## src/rtl/ib_flow_ctrl_pkg.sv

```systemverilog
// ---------------------------------------------------------------------------
// ib_flow_ctrl_pkg
// Shared definitions for the instruction-buffer flow controller: buffer depth,
// fetch latency, recovery window length, counter widths and the controller
// state enum. The credit helper is shared so every user computes the fetch
// credit at the same widened width.
// ---------------------------------------------------------------------------
package ib_flow_ctrl_pkg;

    localparam int IBUFFER_SZ     = 8;
    localparam int FETCH_LAT      = 2;
    localparam int RECOVER_CYCLES = 2;
    localparam int CNT_W          = $clog2(IBUFFER_SZ) + 1;
    localparam int RCNT_W         = $clog2(RECOVER_CYCLES + 1);

    typedef logic [CNT_W-1:0]  cnt_t;
    typedef logic [RCNT_W-1:0] rcnt_t;

    typedef enum logic [1:0] {
        RUN     = 2'd0,
        SQUASH  = 2'd1,
        RECOVER = 2'd2
    } ib_ctrl_state_e;

    // True while buffered packets plus packets still in the fetch pipe leave
    // room for one more fetch. The sum is one bit wider so it cannot wrap.
    function automatic logic credit_avail(input cnt_t occ, input cnt_t inflight);
        logic [CNT_W:0] sum;
        sum = {1'b0, occ} + {1'b0, inflight};
        return sum < (CNT_W + 1)'(IBUFFER_SZ);
    endfunction

endpackage

```

## src/rtl/ib_flow_ctrl_if.sv

```systemverilog
// ---------------------------------------------------------------------------
// ib_flow_ctrl_if
// Bundles the controller's handshake signals towards IF, IB, dispatch and
// retire. The slave modport is the controller's view; master is the view of
// the surrounding pipeline (or a testbench standing in for it).
//   if_valid_in       IF delivers a packet to the IB
//   ib_head_valid     IB head packet is valid
//   ib_head_has_dest  IB head writes a destination register
//   rob/rs/fl_free_cnt  free ROB entries, RS entries, physical registers
//   mispredict_in/pc  retire-stage mispredict pulse and correct target
//   fetch_req         IF may start a fetch
//   dispatch_valid    pop the IB head into dispatch
//   ib_squash         clear the IB
//   redirect_valid/pc IF redirect strobe and target
//   occ_out           controller's view of IB occupancy
//   overflow_err      sticky: packet arrived into a full IB
// ---------------------------------------------------------------------------
interface ib_flow_ctrl_if;
    import ib_flow_ctrl_pkg::*;

    logic        if_valid_in;
    logic        ib_head_valid;
    logic        ib_head_has_dest;
    cnt_t        rob_free_cnt;
    cnt_t        rs_free_cnt;
    cnt_t        fl_free_cnt;
    logic        mispredict_in;
    logic [31:0] mispredict_pc;
    logic        fetch_req;
    logic        dispatch_valid;
    logic        ib_squash;
    logic        redirect_valid;
    logic [31:0] redirect_pc;
    cnt_t        occ_out;
    logic        overflow_err;

    modport master (
        output if_valid_in, ib_head_valid, ib_head_has_dest,
               rob_free_cnt, rs_free_cnt, fl_free_cnt,
               mispredict_in, mispredict_pc,
        input  fetch_req, dispatch_valid, ib_squash, redirect_valid,
               redirect_pc, occ_out, overflow_err
    );

    modport slave (
        input  if_valid_in, ib_head_valid, ib_head_has_dest,
               rob_free_cnt, rs_free_cnt, fl_free_cnt,
               mispredict_in, mispredict_pc,
        output fetch_req, dispatch_valid, ib_squash, redirect_valid,
               redirect_pc, occ_out, overflow_err
    );

endinterface

```

## src/rtl/ib_flow_ctrl_counter.sv

```systemverilog
// ---------------------------------------------------------------------------
// ib_flow_ctrl_counter
// Up/down counter bounded to 0..IBUFFER_SZ with a synchronous clear.
//   clock    system clock
//   reset    synchronous, active-low
//   i_clr    clear to zero (wins over inc/dec)
//   i_inc    count up one
//   i_dec    count down one
//   o_count  current value
// ---------------------------------------------------------------------------
module ib_flow_ctrl_counter
    import ib_flow_ctrl_pkg::*;
(
    input  logic clock,
    input  logic reset,
    input  logic i_clr,
    input  logic i_inc,
    input  logic i_dec,
    output cnt_t o_count
);

    cnt_t r_count;

    // Simultaneous inc and dec cancel. Saturating at both ends means a stray
    // decrement or an arrival into a full buffer can never wrap the count.
    always_ff @(posedge clock) begin
        if (!reset) begin
            r_count <= '0;
        end else if (i_clr) begin
            r_count <= '0;
        end else if (i_inc && !i_dec && (r_count != cnt_t'(IBUFFER_SZ))) begin
            r_count <= r_count + cnt_t'(1);
        end else if (i_dec && !i_inc && (r_count != '0)) begin
            r_count <= r_count - cnt_t'(1);
        end
    end

    assign o_count = r_count;

endmodule

```

## src/rtl/ib_flow_ctrl.sv

```systemverilog
// ---------------------------------------------------------------------------
// ib_flow_ctrl
// Sequencer between IF, the instruction buffer and dispatch. Throttles fetch
// with a credit scheme (occupancy + fetches in flight), decides each cycle
// whether the IB head dispatches, and on a mispredict squashes the IB for one
// cycle, redirects fetch, then holds everything for a recovery window.
//   clock    system clock
//   reset    synchronous, active-low
//   io_bus   controller side of ib_flow_ctrl_if (see interface header)
// ---------------------------------------------------------------------------
module ib_flow_ctrl
    import ib_flow_ctrl_pkg::*;
(
    input  logic            clock,
    input  logic            reset,
    ib_flow_ctrl_if.slave   io_bus
);

    ib_ctrl_state_e r_state;
    ib_ctrl_state_e w_nextState;
    rcnt_t          r_rcnt;
    rcnt_t          w_nextRcnt;
    logic [31:0]    r_redirectPc;
    logic [31:0]    w_nextRedirectPc;
    logic           r_overflow;

    cnt_t           w_occ;
    cnt_t           w_inflight;
    logic           w_runOk;
    logic           w_fetchReq;
    logic           w_dispatch;
    logic           w_squashing;
    logic           w_arrival;
    logic           w_roomOk;

    // State register. Reset drops any pending redirect immediately.
    always_ff @(posedge clock) begin
        if (!reset) begin
            r_state      <= RUN;
            r_rcnt       <= '0;
            r_redirectPc <= '0;
        end else begin
            r_state      <= w_nextState;
            r_rcnt       <= w_nextRcnt;
            r_redirectPc <= w_nextRedirectPc;
        end
    end

    // Next-state and strobe logic. A mispredict from any state (including a
    // squash already in progress) restarts the squash with the newest PC.
    // Strobes are forced low while reset is held so the pipeline sees a
    // quiet controller for the whole reset window.
    always_comb begin
        w_nextState      = r_state;
        w_nextRcnt       = r_rcnt;
        w_nextRedirectPc = r_redirectPc;
        w_runOk          = 1'b0;
        w_fetchReq       = 1'b0;
        w_dispatch       = 1'b0;
        w_squashing      = 1'b0;
        w_roomOk         = 1'b0;

        if (io_bus.mispredict_in) begin
            w_nextState      = SQUASH;
            w_nextRedirectPc = io_bus.mispredict_pc;
        end else begin
            case (r_state)
                RUN: begin
                    w_nextState = RUN;
                end
                SQUASH: begin
                    w_nextState = RECOVER;
                    w_nextRcnt  = rcnt_t'(RECOVER_CYCLES - 1);
                end
                RECOVER: begin
                    if (r_rcnt == '0) begin
                        w_nextState = RUN;
                    end else begin
                        w_nextRcnt = r_rcnt - rcnt_t'(1);
                    end
                end
                default: begin
                    w_nextState = RUN;
                end
            endcase
        end

        w_runOk     = reset && (r_state == RUN) && !io_bus.mispredict_in;
        w_squashing = reset && (r_state == SQUASH);
        w_fetchReq  = w_runOk && credit_avail(w_occ, w_inflight);
        w_roomOk    = (io_bus.rob_free_cnt != '0) && (io_bus.rs_free_cnt != '0) &&
                      (!io_bus.ib_head_has_dest || (io_bus.fl_free_cnt != '0));
        w_dispatch  = w_runOk && (w_occ != '0) && io_bus.ib_head_valid && w_roomOk;
    end

    // Packets only count while running; during squash/recovery IF is
    // discarding its pipe, so anything that shows up is ignored.
    assign w_arrival = (r_state == RUN) && io_bus.if_valid_in;

    // Sticky error: a counted arrival found the buffer already full.
    always_ff @(posedge clock) begin
        if (!reset) begin
            r_overflow <= 1'b0;
        end else if (w_arrival && (w_occ == cnt_t'(IBUFFER_SZ))) begin
            r_overflow <= 1'b1;
        end
    end

    ib_flow_ctrl_counter u_occCnt (
        .clock   (clock),
        .reset   (reset),
        .i_clr   (io_bus.mispredict_in),
        .i_inc   (w_arrival),
        .i_dec   (w_dispatch),
        .o_count (w_occ)
    );

    ib_flow_ctrl_counter u_inflightCnt (
        .clock   (clock),
        .reset   (reset),
        .i_clr   (io_bus.mispredict_in),
        .i_inc   (w_fetchReq),
        .i_dec   (w_arrival),
        .o_count (w_inflight)
    );

    assign io_bus.fetch_req      = w_fetchReq;
    assign io_bus.dispatch_valid = w_dispatch;
    assign io_bus.ib_squash      = w_squashing;
    assign io_bus.redirect_valid = w_squashing;
    assign io_bus.redirect_pc    = w_squashing ? r_redirectPc : 32'h0;
    assign io_bus.occ_out        = w_occ;
    assign io_bus.overflow_err   = r_overflow;

endmodule
```

## src/flat_wrapper.sv

```systemverilog
// flat-port wrapper written by rule: the top's interface ports become plain ports
module ib_flow_ctrl_flat import ib_flow_ctrl_pkg::*;
  (clock, reset, io_bus_if_valid_in, io_bus_ib_head_valid, io_bus_ib_head_has_dest, io_bus_rob_free_cnt, io_bus_rs_free_cnt, io_bus_fl_free_cnt, io_bus_mispredict_in, io_bus_mispredict_pc, io_bus_fetch_req, io_bus_dispatch_valid, io_bus_ib_squash, io_bus_redirect_valid, io_bus_redirect_pc, io_bus_occ_out, io_bus_overflow_err);
  ib_flow_ctrl_if io_bus_i ();
  input  logic clock;
  input  logic reset;
  input wire logic [$bits(io_bus_i.if_valid_in)-1:0] io_bus_if_valid_in;
  input wire logic [$bits(io_bus_i.ib_head_valid)-1:0] io_bus_ib_head_valid;
  input wire logic [$bits(io_bus_i.ib_head_has_dest)-1:0] io_bus_ib_head_has_dest;
  input wire logic [$bits(io_bus_i.rob_free_cnt)-1:0] io_bus_rob_free_cnt;
  input wire logic [$bits(io_bus_i.rs_free_cnt)-1:0] io_bus_rs_free_cnt;
  input wire logic [$bits(io_bus_i.fl_free_cnt)-1:0] io_bus_fl_free_cnt;
  input wire logic [$bits(io_bus_i.mispredict_in)-1:0] io_bus_mispredict_in;
  input wire logic [$bits(io_bus_i.mispredict_pc)-1:0] io_bus_mispredict_pc;
  output wire logic [$bits(io_bus_i.fetch_req)-1:0] io_bus_fetch_req;
  output wire logic [$bits(io_bus_i.dispatch_valid)-1:0] io_bus_dispatch_valid;
  output wire logic [$bits(io_bus_i.ib_squash)-1:0] io_bus_ib_squash;
  output wire logic [$bits(io_bus_i.redirect_valid)-1:0] io_bus_redirect_valid;
  output wire logic [$bits(io_bus_i.redirect_pc)-1:0] io_bus_redirect_pc;
  output wire logic [$bits(io_bus_i.occ_out)-1:0] io_bus_occ_out;
  output wire logic [$bits(io_bus_i.overflow_err)-1:0] io_bus_overflow_err;
  assign io_bus_i.if_valid_in = io_bus_if_valid_in;
  assign io_bus_i.ib_head_valid = io_bus_ib_head_valid;
  assign io_bus_i.ib_head_has_dest = io_bus_ib_head_has_dest;
  assign io_bus_i.rob_free_cnt = io_bus_rob_free_cnt;
  assign io_bus_i.rs_free_cnt = io_bus_rs_free_cnt;
  assign io_bus_i.fl_free_cnt = io_bus_fl_free_cnt;
  assign io_bus_i.mispredict_in = io_bus_mispredict_in;
  assign io_bus_i.mispredict_pc = io_bus_mispredict_pc;
  assign io_bus_fetch_req = io_bus_i.fetch_req;
  assign io_bus_dispatch_valid = io_bus_i.dispatch_valid;
  assign io_bus_ib_squash = io_bus_i.ib_squash;
  assign io_bus_redirect_valid = io_bus_i.redirect_valid;
  assign io_bus_redirect_pc = io_bus_i.redirect_pc;
  assign io_bus_occ_out = io_bus_i.occ_out;
  assign io_bus_overflow_err = io_bus_i.overflow_err;
  ib_flow_ctrl u_core (.clock(clock), .reset(reset), .io_bus(io_bus_i));
endmodule
```

## config.mk

```make
export PLATFORM = sky130hd
export DESIGN_NAME = ib_flow_ctrl_flat
export DESIGN_NICKNAME = d
export VERILOG_FILES = /design/src/rtl/ib_flow_ctrl_pkg.sv /design/src/rtl/ib_flow_ctrl_if.sv /design/src/rtl/ib_flow_ctrl_counter.sv /design/src/rtl/ib_flow_ctrl.sv /design/src/flat_wrapper.sv
export SDC_FILE = /design/constraint.sdc
export NUM_CORES = 1
export LEC_CHECK = 0
export CAP_MARGIN = 20
export CORE_MARGIN = 2
export CORE_UTILIZATION = 48
export CTS_CLUSTER_SIZE = 30
export DETAILED_ROUTE_END_ITERATION = 7
export PLACE_DENSITY_LB_ADDON = 0.15
export SLEW_MARGIN = 20
export SYNTH_ARGS = -nofsm -noshare
export SYNTH_HDL_FRONTEND = slang
export SYNTH_HIERARCHICAL = 1
export SYNTH_SLANG_ARGS = --single-unit
```

## constraint.sdc

```tcl
create_clock -name clock -period 8.2 [get_ports clock]
set_clock_uncertainty 0.2 [all_clocks]
set_input_delay 1.64 -clock clock [delete_from_list [all_inputs] [get_ports clock]]
set_output_delay 1.64 -clock clock [all_outputs]
set_load 0.005 [all_outputs]
```

======== Yosys cells after proc, flatten, opt, wreduce, memory -nomap -nowiden ========
Cells that the tools add are included.
operators by class
  $mul .................................... 0
  bitwise operators ....................... 2
  add/subtract/negate cells ............... 6
  divide/modulo/power cells ............... 0
  mux-type cells .......................... 10
  eq/ne operators ......................... 8
  shift-type cells ........................ 0
  order comparisons ....................... 1
  reduce and logical (&&, ||, !) cells .... 37
operators by type and width
  operator                                                                       number
  32-bit two-way mux                                                             1
  4-bit nonzero test                                                             5
  1-bit logical AND                                                              19
  4-bit two-way mux                                                              4
  4-bit by 1-bit adder with 4-bit output (second input constant)                 2
  4-bit != test (second input constant)                                          2
  2-bit case mux with 2 select lines                                             2
  4-bit by 1-bit subtractor with 4-bit output (second input constant)            2
  2-bit nonzero test                                                             3
  4-bit by 4-bit adder with 5-bit output                                         1
  1-bit logical NOT                                                              5
  5-bit by 4-bit less-than comparator with 1-bit output (second input constant)  1
  4-bit == test (second input constant)                                          1
  2-bit logical NOT                                                              2
  2-bit two-way mux                                                              2
  3-bit by 2-bit != test with 1-bit output (second input constant)               1
  3-bit AND reduction                                                            1
  2-bit by 1-bit == test with 1-bit output (second input constant)               1
  2-bit == test (second input constant)                                          1
  2-bit by 1-bit != test with 1-bit output (second input constant)               1
  2-bit != test (second input constant)                                          1
  1-bit NOT                                                                      2
  2-bit OR reduction                                                             1
  2-bit by 1-bit subtractor with 2-bit output (second input constant)            1
  other kinds (2)                                                                2
word-level totals
  bits in latches ......................... 0
  register bits after elaboration ......... 45
  memories kept ........................... 0
  bits of input ports ..................... 50
  memory bits (read-only) ................. 0
  bits in writable memories ............... 0
  output and inout port bits .............. 41

======== Depth between registers and ports, before layout ========
Gate-level depths: netlist of the first run.
  depth in word-level cells ............... 10
  depth in mapped cells ................... 12
  gate-level depth less buffers ........... 12

======== Hierarchy ========
The synthesis of the first run kept the hierarchy.
modules (own cells, without submodules)
  module                area an instance (um2)  cells an instance  times used  sequential area each (um2)
  ib_flow_ctrl          1,893.1                 191                1           740.7
  ib_flow_ctrl_counter  282.8                   29                 2           80.1

======== Worst setup path before layout of the first run ========
OpenSTA, ideal clock, no wires.
  path type ............................... input -> output
  start ................................... input io_bus_mispredict_in
  end ..................................... output io_bus_fetch_req
  path slack .............................. 4,056 ps
  arrival time ............................ 2,304 ps
  buffers on the path ..................... 2
  cell stages on the path ................. 4
  path through ............................ buf_6 buf_12 nand4b_1 a21oi_2
between the ends
  cells in the longest elaborated chain, start to end .. 3
RTL lines
  element             line                RTL
  start: declaration  flat_wrapper.sv:13  input wire logic [$bits(io_bus_i.mispredict_in)-1:0] io_bus_mispredict_in;
  1-bit logical NOT   ib_flow_ctrl.sv:88  w_runOk = reset && (r_state == RUN) && !io_bus.mispredict_in;
  1-bit logical AND   ib_flow_ctrl.sv:88
  1-bit logical AND   ib_flow_ctrl.sv:90  w_fetchReq = w_runOk && credit_avail(w_occ, w_inflight);
  end: declaration    flat_wrapper.sv:15  output wire logic [$bits(io_bus_i.fetch_req)-1:0] io_bus_fetch_req;
No other way between the ends.

======== Final worst setup path of the first run ========
  start ................................... input reset
  end ..................................... output io_bus_dispatch_valid
between the ends
  cells in the longest elaborated chain, start to end .. 5
RTL lines
  element                         line                RTL
  start: declaration              flat_wrapper.sv:6   input logic reset;
  1-bit logical AND (2 in a row)  ib_flow_ctrl.sv:88
  1-bit logical AND (3 in a row)  ib_flow_ctrl.sv:93  w_dispatch = w_runOk && (w_occ != '0) && io_bus.ib_head_valid && w_roomOk;
  end: declaration                flat_wrapper.sv:16  output wire logic [$bits(io_bus_i.dispatch_valid)-1:0] io_bus_dispatch_valid;
No other way between the ends.

==> flow_metrics.py, run 1 <==
metrics = {
    "clock_tree": {
        "cts_setup_buffers": 0,
        "insertion_delay_ps": 290,
        "post_cts_resize_count": 0,
        "ctsHtreeMaxLevel": 2,
        "cts.sinks": 45,
        "hold_buffers": 0,
        "path_clk_slew_ps": 70,
        "cts.path.max_buffers": 2,
        "cts_tree": "yes",
        "root_buffer": "clkbuf_8",
        "numCtsBuffers": 5,
    },
    "yosys": {
        "synthesis.nets": 312,
        "yosys_warnings": 6,
        "ys_seq_area_share_pct": 36.6,
        "syn-instance-count": 249,
        "avgSynthCellArea_um2": 9.87,
        "syn_area_um2": 2460,
        "yosysUniqueCellTypes": 36,
        "synth-seq-cells": 45,
    },
    "die": {
        "start_util_pct": 49.1,
        "fp-row-count": 26,
        "dieArea_um2": 5710,
        "die_w_um": 75.6,
        "die_y_um": 75.6,
        "core_um2": 5010,
        "io_pins": 91,
    },
    "cells_and_area": {
        "fillerInstances": 422,
        "final_util_pct": 67.9,
        "antenna_cells": 0,
        "fin_cells": 400,
        "drive_gt1_share_pct": 5.76,
        "final_nets": 393,
        "area_growth_pct": 38.3,
    },
    "drt": {
        "first_iter_violations": 80,
        "wl_per_cell_um": 12.8,
        "viasPerCell": 4.98,
        "ant_nets": 0,
        "drtPass1Iterations": 4,
        "route.detailed.drc": 0,
        "vias": 1990,
        "routed_wl_mm": 5.14,
    },
    "place": {
        "port_buffers": 90,
        "gp_congestion": 0.745,
        "dp_hpwl_mm": 3.60,
        "pre_cts_ws_ps": 2900,
        "dp_cells": 393,
    },
    "grt": {
        "grt_max_degree": 75,
        "first_global_vias": 1949,
        "antenna_found_initial": 0,
        "grt_pass1_wl_mm": 8.22,
        "grt.overflow.total": 0,
        "grt_usage_pct": 18.9,
    },
    "timing": {
        "slew_headroom_pct": 31.1,
        "tightest_slew_ps": 1030,
        "hold_viol_final": 0,
        "fin_setup_tns_ps": 0,
        "rsz0062_at_grt": "false",
        "hold_slack_ps": 267,
        "maxSlewViolCount": 0,
        "fmax_ghz": 0.189,
        "fin_crit_sh_pct": 64.4,
        "worst_slack_ps": 2920,
        "min_period_ps": 5280,
        "setup_viol": 0,
    },
    "setup_path": {
        "worst-setup-path-type": "in2out",
        "cp_num_buf_inv": 2,
        "slowest_delay_ps": 710,
        "critPathTopFamily": "buffers and inverters",
        "worstPathMaxFanout": 74,
        "cp_cell_sequence": "buf_2, nand4b_1, nor3_1, and2_1, clkdlybuf4s50_1",
        "reg2reg_depth": 11,
        "reg2reg_from": "u_core/u_occCnt/o_count[3]$_SDFFE_PP0P_",
        "cp-startpoint": "reset",
        "crit_path_end_kind": "primary output",
        "cp.arrival_ps": 3440,
        "timing.rr.end": "u_core/u_inflightCnt/o_count[3]$_SDFFE_PP0P_",
        "slowest_stage": "buf_2",
        "cp_data_required_time_ps": 6360,
        "worstSetupStartpointType": "primary input",
        "rrSetupSlack_ps": 5010,
        "cp.depth": 5,
    },
    "hold_path": {
        "holdPathStages": 1,
        "hp-start": "u_core/io_bus.overflow_err$_SDFFE_PN0P_",
        "min_to": "u_core/io_bus.overflow_err$_SDFFE_PN0P_",
        "hold_class": "reg2reg",
    },
    "status": {
        "status": "finished, final reports clean",
    },
    "power_and_ir_drop": {
        "leakagePower_uw": 0.00147,
        "p_per_area_nw_per_um2": 134,
        "ir_drop_v": 0.0000918,
    },
    "run": {
        "max-cap-violations": 0,
    },
}
[layer usage]
metal	part of all wire, %	track usage (%)	vias to the layer above
li1	-	-	1018
met1	47	21.9	905
met2	45	32.7	61
met3	7.2	5.82	6
met4	1.3	7.21	0
met5	0	0	-
[registers in the layout (all words and copies together), names as in the netlist]
name / flops
u_core/r_state: 2
u_core/r_rcnt: 2
u_core/r_redirectPc: 32
u_core/io_bus.overflow_err: 1
u_core/u_occCnt/o_count: 4
u_core/u_inflightCnt/o_count: 4
[kinds of logic after synthesis]
logic type                 Yosys count  share of synthesized area, %
and+or+nand+nor                    108                          27.0
DFF                                 45                          36.6
muxes                               35                          15.3
AOI/OAI and AO/OA                   20                          5.39
buffers and inverters               20                          5.60
adders and majority gates           13                          7.23
xor gates and xnor gates             8                          2.85
[area by class of cell]
| type | count | area, µm² | share of cell area (%) |
|---|---|---|---|
| Inverter | 4 | 15.0 | 0.442 |
| Timing Repair Buffer | 90 | 891 | 26.2 |
| Sequential cell | 45 | 901 | 26.5 |
| Tap cell | 70 | 87.6 | 2.58 |
| Clock buffer | 7 | 86.3 | 2.54 |
| Multi-Input combinational cell | 184 | 1420 | 41.8 |
[through the flow]
stage / cell area, µm² / power, µW
after floorplan: 2460 / 292
after global placement: 3310 / 325
after detailed placement: 3310 / 327
after CTS: 3400 / 463
after global routing: 3400 / 481
final: 3400 / 456
[cells in the final DEF (no fill, tap or decap), drive strengths merged]
cell / instances
and3: 34
mux2i: 33
nor3: 5
a211oi: 2
nand2: 5
o21ai: 2
clkbuf: 7
a21boi: 1
inv: 4
a31o: 1
fa: 2
a21o: 4
nand2b: 7
and2: 4
dfxtp: 45
mux4: 2
o21a: 2
nor2b: 32
a21oi: 8
and4bb: 1
clkdlybuf4s50: 88
ha: 11
nor2: 9
buf: 2
or2b: 2
and2b: 2
nor3b: 1
nand4b: 2
xnor2: 8
nor4: 4
[worst max-delay path by stage]
stage	to
finish	io_bus_dispatch_valid
global route	io_bus_dispatch_valid
CTS	io_bus_dispatch_valid
detailed placement	io_bus_dispatch_valid
global placement	io_bus_dispatch_valid
floorplan	io_bus_fetch_req
[where the power goes]
part	internal [µW]	total [µW]	switching [µW]
registers	230	237	7.14
clock network	66.8	135	67.8
logic	51.7	84.8	33.1
total	348	456	108
[cells in the mapped netlist]
cell       n  area share [%]
and2b_2    2            0.71
a21oi_2    1            0.36
mux2i_1   33              13
a21boi_1   1            0.31
and3_1    34             8.7
clkbuf_1   9             1.4
o21ai_1    1            0.20
a21oi_1    7             1.4
o21a_1     2            0.61
nand4b_1   2            0.71
nand2b_1   7             1.8
nor2_1     9             1.4
buf_2      2            0.41
dfxtp_1   45              37
a31o_2     1            0.36
inv_1      4            0.61
and2_1     4             1.0
buf_4      1            0.31
or2b_1     2            0.61
nor4_1     4             1.0
nor2b_1   32             8.1
fa_1       2             1.6
mux4_2     2             1.8
nor3b_1    1            0.31
a21o_2     2            0.71
a21o_1     2            0.61
ha_1      11             5.6
a211oi_1   2            0.61
nor3_2     2            0.81
buf_6      1            0.46
o21ai_0    1            0.20
xnor2_1    8             2.8
buf_12     3             2.4
nand2_1    5            0.76
and4bb_2   1            0.51
nor3_1     3            0.61
No activity file was read; power rests on OpenSTA's default activity.
==> run 2: changes to the inputs <==
--- a/config.mk
+++ b/config.mk
@@ -7,7 +7,7 @@
 export LEC_CHECK = 0
 export CAP_MARGIN = 20
 export CORE_MARGIN = 2
-export CORE_UTILIZATION = 48
+export CORE_UTILIZATION = 45
 export CTS_CLUSTER_SIZE = 30
 export DETAILED_ROUTE_END_ITERATION = 7
 export PLACE_DENSITY_LB_ADDON = 0.15
==> constraint.sdc (replaced) <==
create_clock -name clock -period 5.5 [get_ports clock]
set_clock_uncertainty 0.2 [all_clocks]
set_input_delay 1.1 -clock clock [delete_from_list [all_inputs] [get_ports clock]]
set_output_delay 1.1 -clock clock [all_outputs]
set_load 0.005 [all_outputs]
==> flow_metrics.py, run 2 (synthesis gave the netlist of run 1 again) <==
metrics = {
    "drt": {
        "vias": 2041,
        "first_iter_violations": 58,
        "ant_nets": 0,
        "routed_wl_mm": 5.17,
        "wl_per_cell_um": 12.8,
        "drtPass1Iterations": 4,
        "route.detailed.drc": 0,
        "viasPerCell": 5.06,
    },
    "clock_tree": {
        "numCtsBuffers": 5,
        "cts.sinks": 45,
        "hold_buffers": 0,
        "cts.path.max_buffers": 2,
        "root_buffer": "clkbuf_8",
        "insertion_delay_ps": 290,
        "post_cts_resize_count": 0,
        "path_clk_slew_ps": 80,
        "cts_setup_buffers": 0,
        "ctsHtreeMaxLevel": 2,
        "cts_tree": "yes",
    },
    "timing": {
        "slew_headroom_pct": 36.0,
        "fin_setup_tns_ps": 0,
        "tightest_slew_ps": 960,
        "hold_viol_final": 0,
        "maxSlewViolCount": 0,
        "rsz0062_at_grt": "false",
        "fin_crit_sh_pct": 72.0,
        "min_period_ps": 3960,
        "setup_viol": 0,
        "fmax_ghz": 0.253,
        "hold_slack_ps": 267,
    },
    "power_and_ir_drop": {
        "clockPowerShare_pct": 31.4,
        "ir_drop_v": 0.000124,
        "power_switching_uw": 166,
        "p_per_area_nw_per_um2": 204,
        "leakagePower_uw": 0.00148,
        "cell_internal_pwr_uw": 533,
        "power_frac_comb_pct": 18.1,
        "p_sw_share_pct": 23.7,
        "p_seq_share_pct": 50.6,
    },
    "grt": {
        "first_global_vias": 1907,
        "grtUsageMet3_pct": 6.40,
        "grt_pass1_wl_mm": 8.46,
        "grt_most_used_layer": "met2",
        "antenna_found_initial": 0,
        "grt.overflow.total": 0,
        "grt_max_degree": 42,
        "use_met2_pct": 28.0,
        "use_met1_pct": 21.2,
        "grt_usage_pct": 17.0,
    },
    "setup_path": {
        "worstSetupStartpointType": "primary input",
        "cp-startpoint": "reset",
        "timing.rr.end": "u_core/u_inflightCnt/o_count[3]$_SDFFE_PP0P_",
        "reg2reg_from": "u_core/u_occCnt/o_count[3]$_SDFFE_PP0P_",
        "cp.arrival_ps": 2660,
        "worst-setup-path-type": "in2out",
        "reg2reg_depth": 11,
        "cp_data_required_time_ps": 4200,
        "rrSetupSlack_ps": 2340,
        "crit_end": "io_bus_redirect_pc[24]",
        "worstPathMaxFanout": 41,
        "crit_path_end_kind": "primary output",
    },
    "die": {
        "die_y_um": 77.9,
        "dieArea_um2": 6070,
        "die_w_um": 77.9,
        "fp-row-count": 26,
        "start_util_pct": 47.2,
        "core_um2": 5200,
        "io_pins": 91,
    },
    "place": {
        "gp_congestion": 0.742,
        "dp_hpwl_mm": 3.64,
        "port_buffers": 90,
    },
    "cells_and_area": {
        "layout_common_cells": "clkdlybuf4s50_1, dfxtp_1, and3_1",
        "antenna_cells": 0,
        "final_nets": 395,
        "drive_gt1_share_pct": 6.91,
        "largest_register_ffs": 32,
        "largest_register": "u_core/r_redirectPc",
        "area_growth_pct": 39.5,
        "layout_commonest_cell": "clkdlybuf4s50_1",
    },
    "run": {
        "max-cap-violations": 0,
    },
    "hold_path": {
        "hold_class": "reg2reg",
    },
    "status": {
        "status": "finished, final reports clean",
    },
}
run 2: worst max-delay path, stage by stage:
cell and delay [ps]:
buf_2 460, buf_4 370, and3_1 220, clkdlybuf4s50_1 510
run 2: layer usage:
layer / wire length, µm / up-vias
met4: 19 / 0
met2: 2340 / 62
met1: 2380 / 950
met3: 429 / 2
li1: - / 1027
met5: 0 / -
run 2: cell type report:
| type | instances | area [µm²] |
|---|---|---|
| Clock buffer | 7 | 96.3 |
| Clock inverter | 1 | 5.00 |
| Fill cell | 446 | 1770 |
| Inverter | 4 | 15.0 |
| Multi-Input combinational cell | 184 | 1420 |
| Sequential cell | 45 | 901 |
| Tap cell | 70 | 87.6 |
| Timing Repair Buffer | 92 | 906 |
run 2: worst min path at each step:
stage / start / end / depth (start not counted) / slack (ps)
floorplan: u_core/r_rcnt[1]$_SDFFE_PN0P_ / u_core/r_rcnt[1]$_SDFFE_PN0P_ / 2 / 250
global placement: u_core/io_bus.overflow_err$_SDFFE_PN0P_ / u_core/io_bus.overflow_err$_SDFFE_PN0P_ / 1 / 250
detailed placement: u_core/io_bus.overflow_err$_SDFFE_PN0P_ / u_core/io_bus.overflow_err$_SDFFE_PN0P_ / 1 / 250
CTS: u_core/io_bus.overflow_err$_SDFFE_PN0P_ / u_core/io_bus.overflow_err$_SDFFE_PN0P_ / 1 / 270
global route: u_core/r_rcnt[1]$_SDFFE_PN0P_ / u_core/r_rcnt[1]$_SDFFE_PN0P_ / 2 / 310
finish: u_core/io_bus.overflow_err$_SDFFE_PN0P_ / u_core/io_bus.overflow_err$_SDFFE_PN0P_ / 1 / 270
run 2: metrics by stage:
step                      std cells  power, µW  util (%)  area (µm²)  setup WS (ps)
after floorplan                 249        435         -        2460           2050
after global placement          395        486      64.0        3330           1560
after detailed placement        395        488      64.0        3330           1550
after CTS                       403        708      65.9        3430           1520
after global routing            403        736      65.9        3430           1400
final                           403        699      65.9        3430           1540
run 2: power by group through the flow:
stage               registers [µW]  logic [µW]  clock network [µW]
finish                         354         126                 219
global route                   356         139                 240
CTS                            354         128                 227
detailed placement             361         127                   0
global placement               361         125                   0
floorplan                      358        77.3                   0
